**config.mk**
```make
export PLATFORM = sky130hd
export DESIGN_NAME = voice_allocator
export DESIGN_NICKNAME = d
export VERILOG_FILES = /design/src/rtl/voice_allocator.sv
export SDC_FILE = /design/constraint.sdc
export NUM_CORES = 1
export LEC_CHECK = 0
export CAP_MARGIN = 20
export CORE_MARGIN = 5
export CORE_UTILIZATION = 55
export DETAILED_ROUTE_END_ITERATION = 7
export PLACE_DENSITY = 0.78
export SLEW_MARGIN = 20
export SYNTH_ARGS = -nofsm -noshare
export SYNTH_HDL_FRONTEND = slang
export SYNTH_SLANG_ARGS = --single-unit
```
**constraint.sdc**
```tcl
create_clock -name clk -period 11.6 [get_ports clk]
set_input_delay 3.48 -clock clk [delete_from_list [all_inputs] [get_ports clk]]
set_output_delay 3.48 -clock clk [all_outputs]
set_load 0.01 [all_outputs]
```
**src/rtl/voice_allocator.sv**
```systemverilog
// rtl/voice_allocator.sv - polyphony scheduler assigning note events to a pool of ADSR voices
module voice_allocator #(
    parameter int NUM_VOICES    = 4,
    parameter int NOTE_BITS     = 7,
    parameter int RETRIG_CYCLES = 2
) (
    input  logic                            clk,
    input  logic                            rst,
    input  logic                            ev_valid,
    output logic                            ev_ready,
    input  logic                            ev_on,
    input  logic [NOTE_BITS-1:0]            ev_note,
    input  logic [NUM_VOICES-1:0]           voice_idle,
    output logic [NUM_VOICES-1:0]           voice_gate,
    output logic [NUM_VOICES*NOTE_BITS-1:0] voice_note,
    output logic                            voice_stolen
);

    // Width of a voice index / age rank, and of the re-gate gap counter.
    localparam int RB = (NUM_VOICES > 1) ? $clog2(NUM_VOICES) : 1;
    localparam int CW = (RETRIG_CYCLES > 0) ? $clog2(RETRIG_CYCLES + 1) : 1;

    typedef enum logic [1:0] {
        S_IDLE,
        S_DECIDE,
        S_CUT
    } state_t;

    state_t               state;
    logic                 lat_on;
    logic [NOTE_BITS-1:0] lat_note;
    logic [RB-1:0]        rank [NUM_VOICES];
    logic [RB-1:0]        cut_voice;
    logic [CW-1:0]        cut_cnt;

    // Candidate search results, meaningful only while in DECIDE.
    logic [NOTE_BITS-1:0] cur_note;
    logic                 off_hit;
    logic [RB-1:0]        off_idx;
    logic                 same_hit;
    logic [RB-1:0]        same_idx;
    logic                 free_hit;
    logic [RB-1:0]        free_idx;
    logic                 rel_hit;
    logic [RB-1:0]        rel_idx;
    logic [RB-1:0]        rel_rank;
    logic                 gat_hit;
    logic [RB-1:0]        gat_idx;
    logic [RB-1:0]        gat_rank;
    logic [RB-1:0]        sel_idx;
    logic                 sel_steal;
    logic [RB-1:0]        sel_rank;

    // Scan the voice pool once for every selection rule, then pick by rule priority.
    always_comb begin
        cur_note  = '0;
        off_hit   = 1'b0;
        off_idx   = '0;
        same_hit  = 1'b0;
        same_idx  = '0;
        free_hit  = 1'b0;
        free_idx  = '0;
        rel_hit   = 1'b0;
        rel_idx   = '0;
        rel_rank  = '0;
        gat_hit   = 1'b0;
        gat_idx   = '0;
        gat_rank  = '0;
        sel_idx   = '0;
        sel_steal = 1'b0;

        // Descending scan so the lowest matching index is the one left standing.
        for (int i = NUM_VOICES - 1; i >= 0; i--) begin
            cur_note = voice_note[i*NOTE_BITS +: NOTE_BITS];
            if (voice_gate[i] && (cur_note == lat_note)) begin
                off_hit = 1'b1;
                off_idx = RB'(i);
            end
            if ((cur_note == lat_note) && (voice_gate[i] || !voice_idle[i])) begin
                same_hit = 1'b1;
                same_idx = RB'(i);
            end
            if (!voice_gate[i] && voice_idle[i]) begin
                free_hit = 1'b1;
                free_idx = RB'(i);
            end
        end

        // Oldest-voice searches; ranks are unique so ties cannot occur.
        for (int i = 0; i < NUM_VOICES; i++) begin
            if (!voice_gate[i] && !voice_idle[i] && (!rel_hit || (rank[i] > rel_rank))) begin
                rel_hit  = 1'b1;
                rel_idx  = RB'(i);
                rel_rank = rank[i];
            end
            if (voice_gate[i] && (!gat_hit || (rank[i] > gat_rank))) begin
                gat_hit  = 1'b1;
                gat_idx  = RB'(i);
                gat_rank = rank[i];
            end
        end

        // When nothing else matches every voice is gated, so the steal always has a target.
        if (same_hit) begin
            sel_idx = same_idx;
        end else if (free_hit) begin
            sel_idx = free_idx;
        end else if (rel_hit) begin
            sel_idx = rel_idx;
        end else begin
            sel_idx   = gat_idx;
            sel_steal = 1'b1;
        end
    end

    assign sel_rank = rank[sel_idx];

    // Event FSM: accept, decide/assign voice, optional gate-low gap before re-gating.
    always_ff @(posedge clk) begin
        if (rst) begin
            state        <= S_IDLE;
            ev_ready     <= 1'b1;
            voice_gate   <= '0;
            voice_note   <= '0;
            voice_stolen <= 1'b0;
            lat_on       <= 1'b0;
            lat_note     <= '0;
            cut_voice    <= '0;
            cut_cnt      <= '0;
            for (int i = 0; i < NUM_VOICES; i++) begin
                rank[i] <= RB'(i);
            end
        end else begin
            voice_stolen <= 1'b0;
            case (state)
                S_IDLE: begin
                    if (ev_valid) begin
                        lat_on   <= ev_on;
                        lat_note <= ev_note;
                        ev_ready <= 1'b0;
                        state    <= S_DECIDE;
                    end
                end

                S_DECIDE: begin
                    if (!lat_on) begin
                        if (off_hit) begin
                            voice_gate[off_idx] <= 1'b0;
                        end
                        ev_ready <= 1'b1;
                        state    <= S_IDLE;
                    end else begin
                        voice_note[sel_idx*NOTE_BITS +: NOTE_BITS] <= lat_note;
                        // Chosen voice becomes youngest; everyone younger than it ages by one.
                        for (int j = 0; j < NUM_VOICES; j++) begin
                            if (RB'(j) == sel_idx) begin
                                rank[j] <= '0;
                            end else if (rank[j] < sel_rank) begin
                                rank[j] <= rank[j] + 1'b1;
                            end
                        end
                        if (voice_gate[sel_idx]) begin
                            // Already gated: drop the gate so the envelope sees a fresh edge.
                            voice_gate[sel_idx] <= 1'b0;
                            voice_stolen        <= sel_steal;
                            cut_voice           <= sel_idx;
                            cut_cnt             <= '0;
                            state               <= S_CUT;
                        end else begin
                            voice_gate[sel_idx] <= 1'b1;
                            ev_ready            <= 1'b1;
                            state               <= S_IDLE;
                        end
                    end
                end

                S_CUT: begin
                    if (cut_cnt == CW'(RETRIG_CYCLES - 1)) begin
                        voice_gate[cut_voice] <= 1'b1;
                        ev_ready              <= 1'b1;
                        state                 <= S_IDLE;
                    end else begin
                        cut_cnt <= cut_cnt + 1'b1;
                    end
                end

                default: begin
                    ev_ready <= 1'b1;
                    state    <= S_IDLE;
                end
            endcase
        end
    end

endmodule

```
==> run_results.csv <==
group,metric,value,unit
run_status,status,"finished clean",
power_and_ir_drop,p_leak,0.001503,uW
timing,period_minus_slack,9.683,ns
synth,syn_nets,441,
floorplan,core_area,0.006314,sq mm
synth,yosysTopAreaCellShare,27.10,%
timing,fmax,0.1033,GHz
synth,syn_area_per_cell,8.670,sq um
finish,final_core_util,65.52,%
floorplan,num_io_pins,49,
routing,drc_errors,0,
grt,grt_max_degree,49,
placed_design,placed_cells,513,
floorplan,chipHeight,90.30,um
routing,drt-total-wl,9550,um
worst_hold_path,hold_path.class,"register to register",
placed_design,numPortBuffers,48,
synth,netlist_top_cells_area,"dfxtp_1 27%, edfxtp_1 6.8%, ha_1 6.0%, xnor2_1 5.9%, nor2_1 5.0%",
cts,cts_tree,"built",
routing,num_vias,3291,
finish,final_layout_size_suffix_gt1_share,6.081,%
run,maxCapViolCount,0,
finish,antenna_cells,0,
grt,grt_pass1_vias,3229,
routing,final_antenna_net_count,0,
timing,final_max_slew_viol_count,0,
cts,h-tree-depth,2,
critical_path,start_kind,"primary input",
synth,synth_largest_area_cell,"dfxtp_1",
power_and_ir_drop,p_comb_share,24.2,%
finish,num-fill-cells,559,
power_and_ir_drop,power_switching,142.4,uW
placed_design,hpwl,6990,um
finish,area_growth,16.65,%
synth,synthesis.area,0.003546,sq mm
critical_path,crit_required,11.86,ns
cts,path_clk_slew,0.11,ns
synth,yosysWarnings,0,
floorplan,rows,29,
cts,cts_resized,0,
timing,hold_viol_final,0,
critical_path,worstPathArrival,9.94,ns
cts,cts_made_buffers,5,
floorplan,fp.dieW,90.30,um
cts,insertion_delay,0.32,ns
routing,first_pass_iters,6,
critical_path,critPathKind,"primary input to register",
timing,setup_tns,0,ns
floorplan,start_util,56.16,%
grt,grt_pass1_wl,15950,um
grt,antenna_found_initial,0,
routing,wl_per_cell,18.33,um
power_and_ir_drop,ir_drop,77.18,uV
synth,syn_inst,409,
cts,cts_setup_buffers,0,
synth,synth_flop_cell,"dfxtp_1",
critical_path,critPathCaptureType,"register",
cts,clk_path_buf_depth,2,
timing,holdWs,0.4958,ns
grt,grt_use_total,23.13,%
power_and_ir_drop,swShare,33.06,%
floorplan,die-area,0.008153,sq mm
routing,viasPerCell,6.317,
synth,yosysSeqAreaShare,33.87,%
timing,rsz0062_at_grt,"false",
finish,layout_common_cells,"48 x dfxtp_1, 48 x clkdlybuf4s50_1, 47 x nor2_1",
placed_design,gp_congestion,0.9016,
cts,clock_sinks,56,
routing,drt-initial-drc-count,243,
timing,finalSetupViolCount,0,
timing,post-route-period-util,83.48,%
timing,fin_ws,1.917,ns
power_and_ir_drop,p_int,288.3,uW
finish,layout.cells.non_filler,521,
synth,synth-edff-count,8,
synth,synthArstFlopShare,0,%
power_and_ir_drop,p_clk_share,26.9,%
timing,relSlewSlack,27.48,%
power_and_ir_drop,seq_power_share,48.9,%
cts,clock-root-buffer,"clkbuf_8",
finish,layout.nets,475,
synth,synthDistinctLibCells,57,
placed_design,dp_slack,1.703,ns
grt,overflow,0,
cts,hold_buffers,0,
synth,synth-seq-cells,56,
timing,worst-slew-pin-transition,1.085,ns
power_and_ir_drop,powerDensity,104.1,mW/mm^2
critical_path,path_max_fanout,9,
timing,fin_skew,0.006577,ns
==> power groups by stage <==
stage,clock network (uW),registers (uW),logic (uW)
floorplan,0,207,84.3
global placement,0,215,99.5
detailed placement,0,215,103
CTS,117,210,103
global route,125,211,115
finish,116,210,104
==> routing by layer <==
layer	up-vias	wire length, um	part of all wire [%]	GRT usage [%]
met2	136	4465	47	36.65
li1	1577	-	-	-
met1	1560	4276	45	32.45
met5	-	0	0	0
met3	18	619	6.5	3.833
met4	0	189	2.0	6.576
==> final timing paths <==
| check | start | to | slack (ns) | cells past startpoint |
|---|---|---|---|---|
| max reg2reg | register | voice_note[4] | 4.99 | 23 |
| max | voice_idle[0] | voice_note[4] | 1.92 | 26 |
| min | cut_cnt[1] | cut_cnt[1] | 0.50 | 2 |
| min reg2reg | cut_cnt[1] | cut_cnt[1] | 0.50 | 2 |
==> metrics by stage <==
stage                     instance area, sq um  power [uW]
after floorplan                           3546       290.8
after global placement                    4034       314.1
after detailed placement                  4040       317.2
after CTS                                 4136       430.8
after global routing                      4136       451.3
final                                     4136       430.7
==> cells in the mapped netlist (11+ instances only) <==
cell type / instances
ha_1: 17
inv_1: 13
a22oi_1: 21
o21ai_0: 17
nand2_1: 27
nand3_1: 11
nor2_1: 47
a21oi_1: 13
xnor2_1: 24
mux2i_1: 13
buf_2: 14
nor2b_1: 11
dfxtp_1: 48
==> cells by family (layout without fill, tap and decap cells) <==
| family | Yosys count | in the layout | synth area share (%) |
|---|---|---|---|
| mux | 17 | 17 | 4.940 |
| xor+xnor | 29 | 29 | 7.163 |
| flops | 56 | 56 | 33.87 |
| simple gates | 141 | 141 | 19.80 |
| compound gates | 109 | 109 | 23.15 |
| fa+ha+maj | 19 | 19 | 6.563 |
| buf+inv | 38 | 73 | 4.517 |
==> flip-flops by register name, indices dropped and copies added (netlist names), named ones only <==
register	count
voice_stolen	1
cut_voice	2
lat_on	1
state	2
rank	8
cut_cnt	2
voice_note	28
lat_note	7
ev_ready	1
==> critical path, stage by stage <==
cell,delay [ns]
clkdlybuf4s50_1,0.51
nor2_1,0.17
nand2_1,0.09
ha_1,0.30
nor2b_1,0.13
o21ai_0,0.08
a211oi_1,0.45
nor2_1,0.10
a21oi_1,0.19
ha_1,0.28
nor2b_1,0.14
o211ai_1,0.28
o31ai_1,0.20
nor2_1,0.15
a21oi_1,0.06
ha_1,0.32
nor2b_1,0.13
o211ai_1,0.20
o21ai_0,0.15
o211a_1,0.18
o41ai_4,0.55
ha_1,0.29
nand2_1,0.27
nor3b_1,0.95
a22oi_1,0.17
nor2_1,0.13
==> final cells by class <==
class / instances / area (sq um) / area share [%]
multi-input combinational: 315 / 2191 / 52.96
sequential: 56 / 1201 / 29.04
timing repair buffer: 50 / 495.5 / 11.98
tap: 77 / 96.34 / 2.329
clock buffer: 5 / 68.82 / 1.664
inverter: 15 / 56.30 / 1.361
clock inverter: 3 / 27.53 / 0.6655
Power figures use the tool's default switching activity.
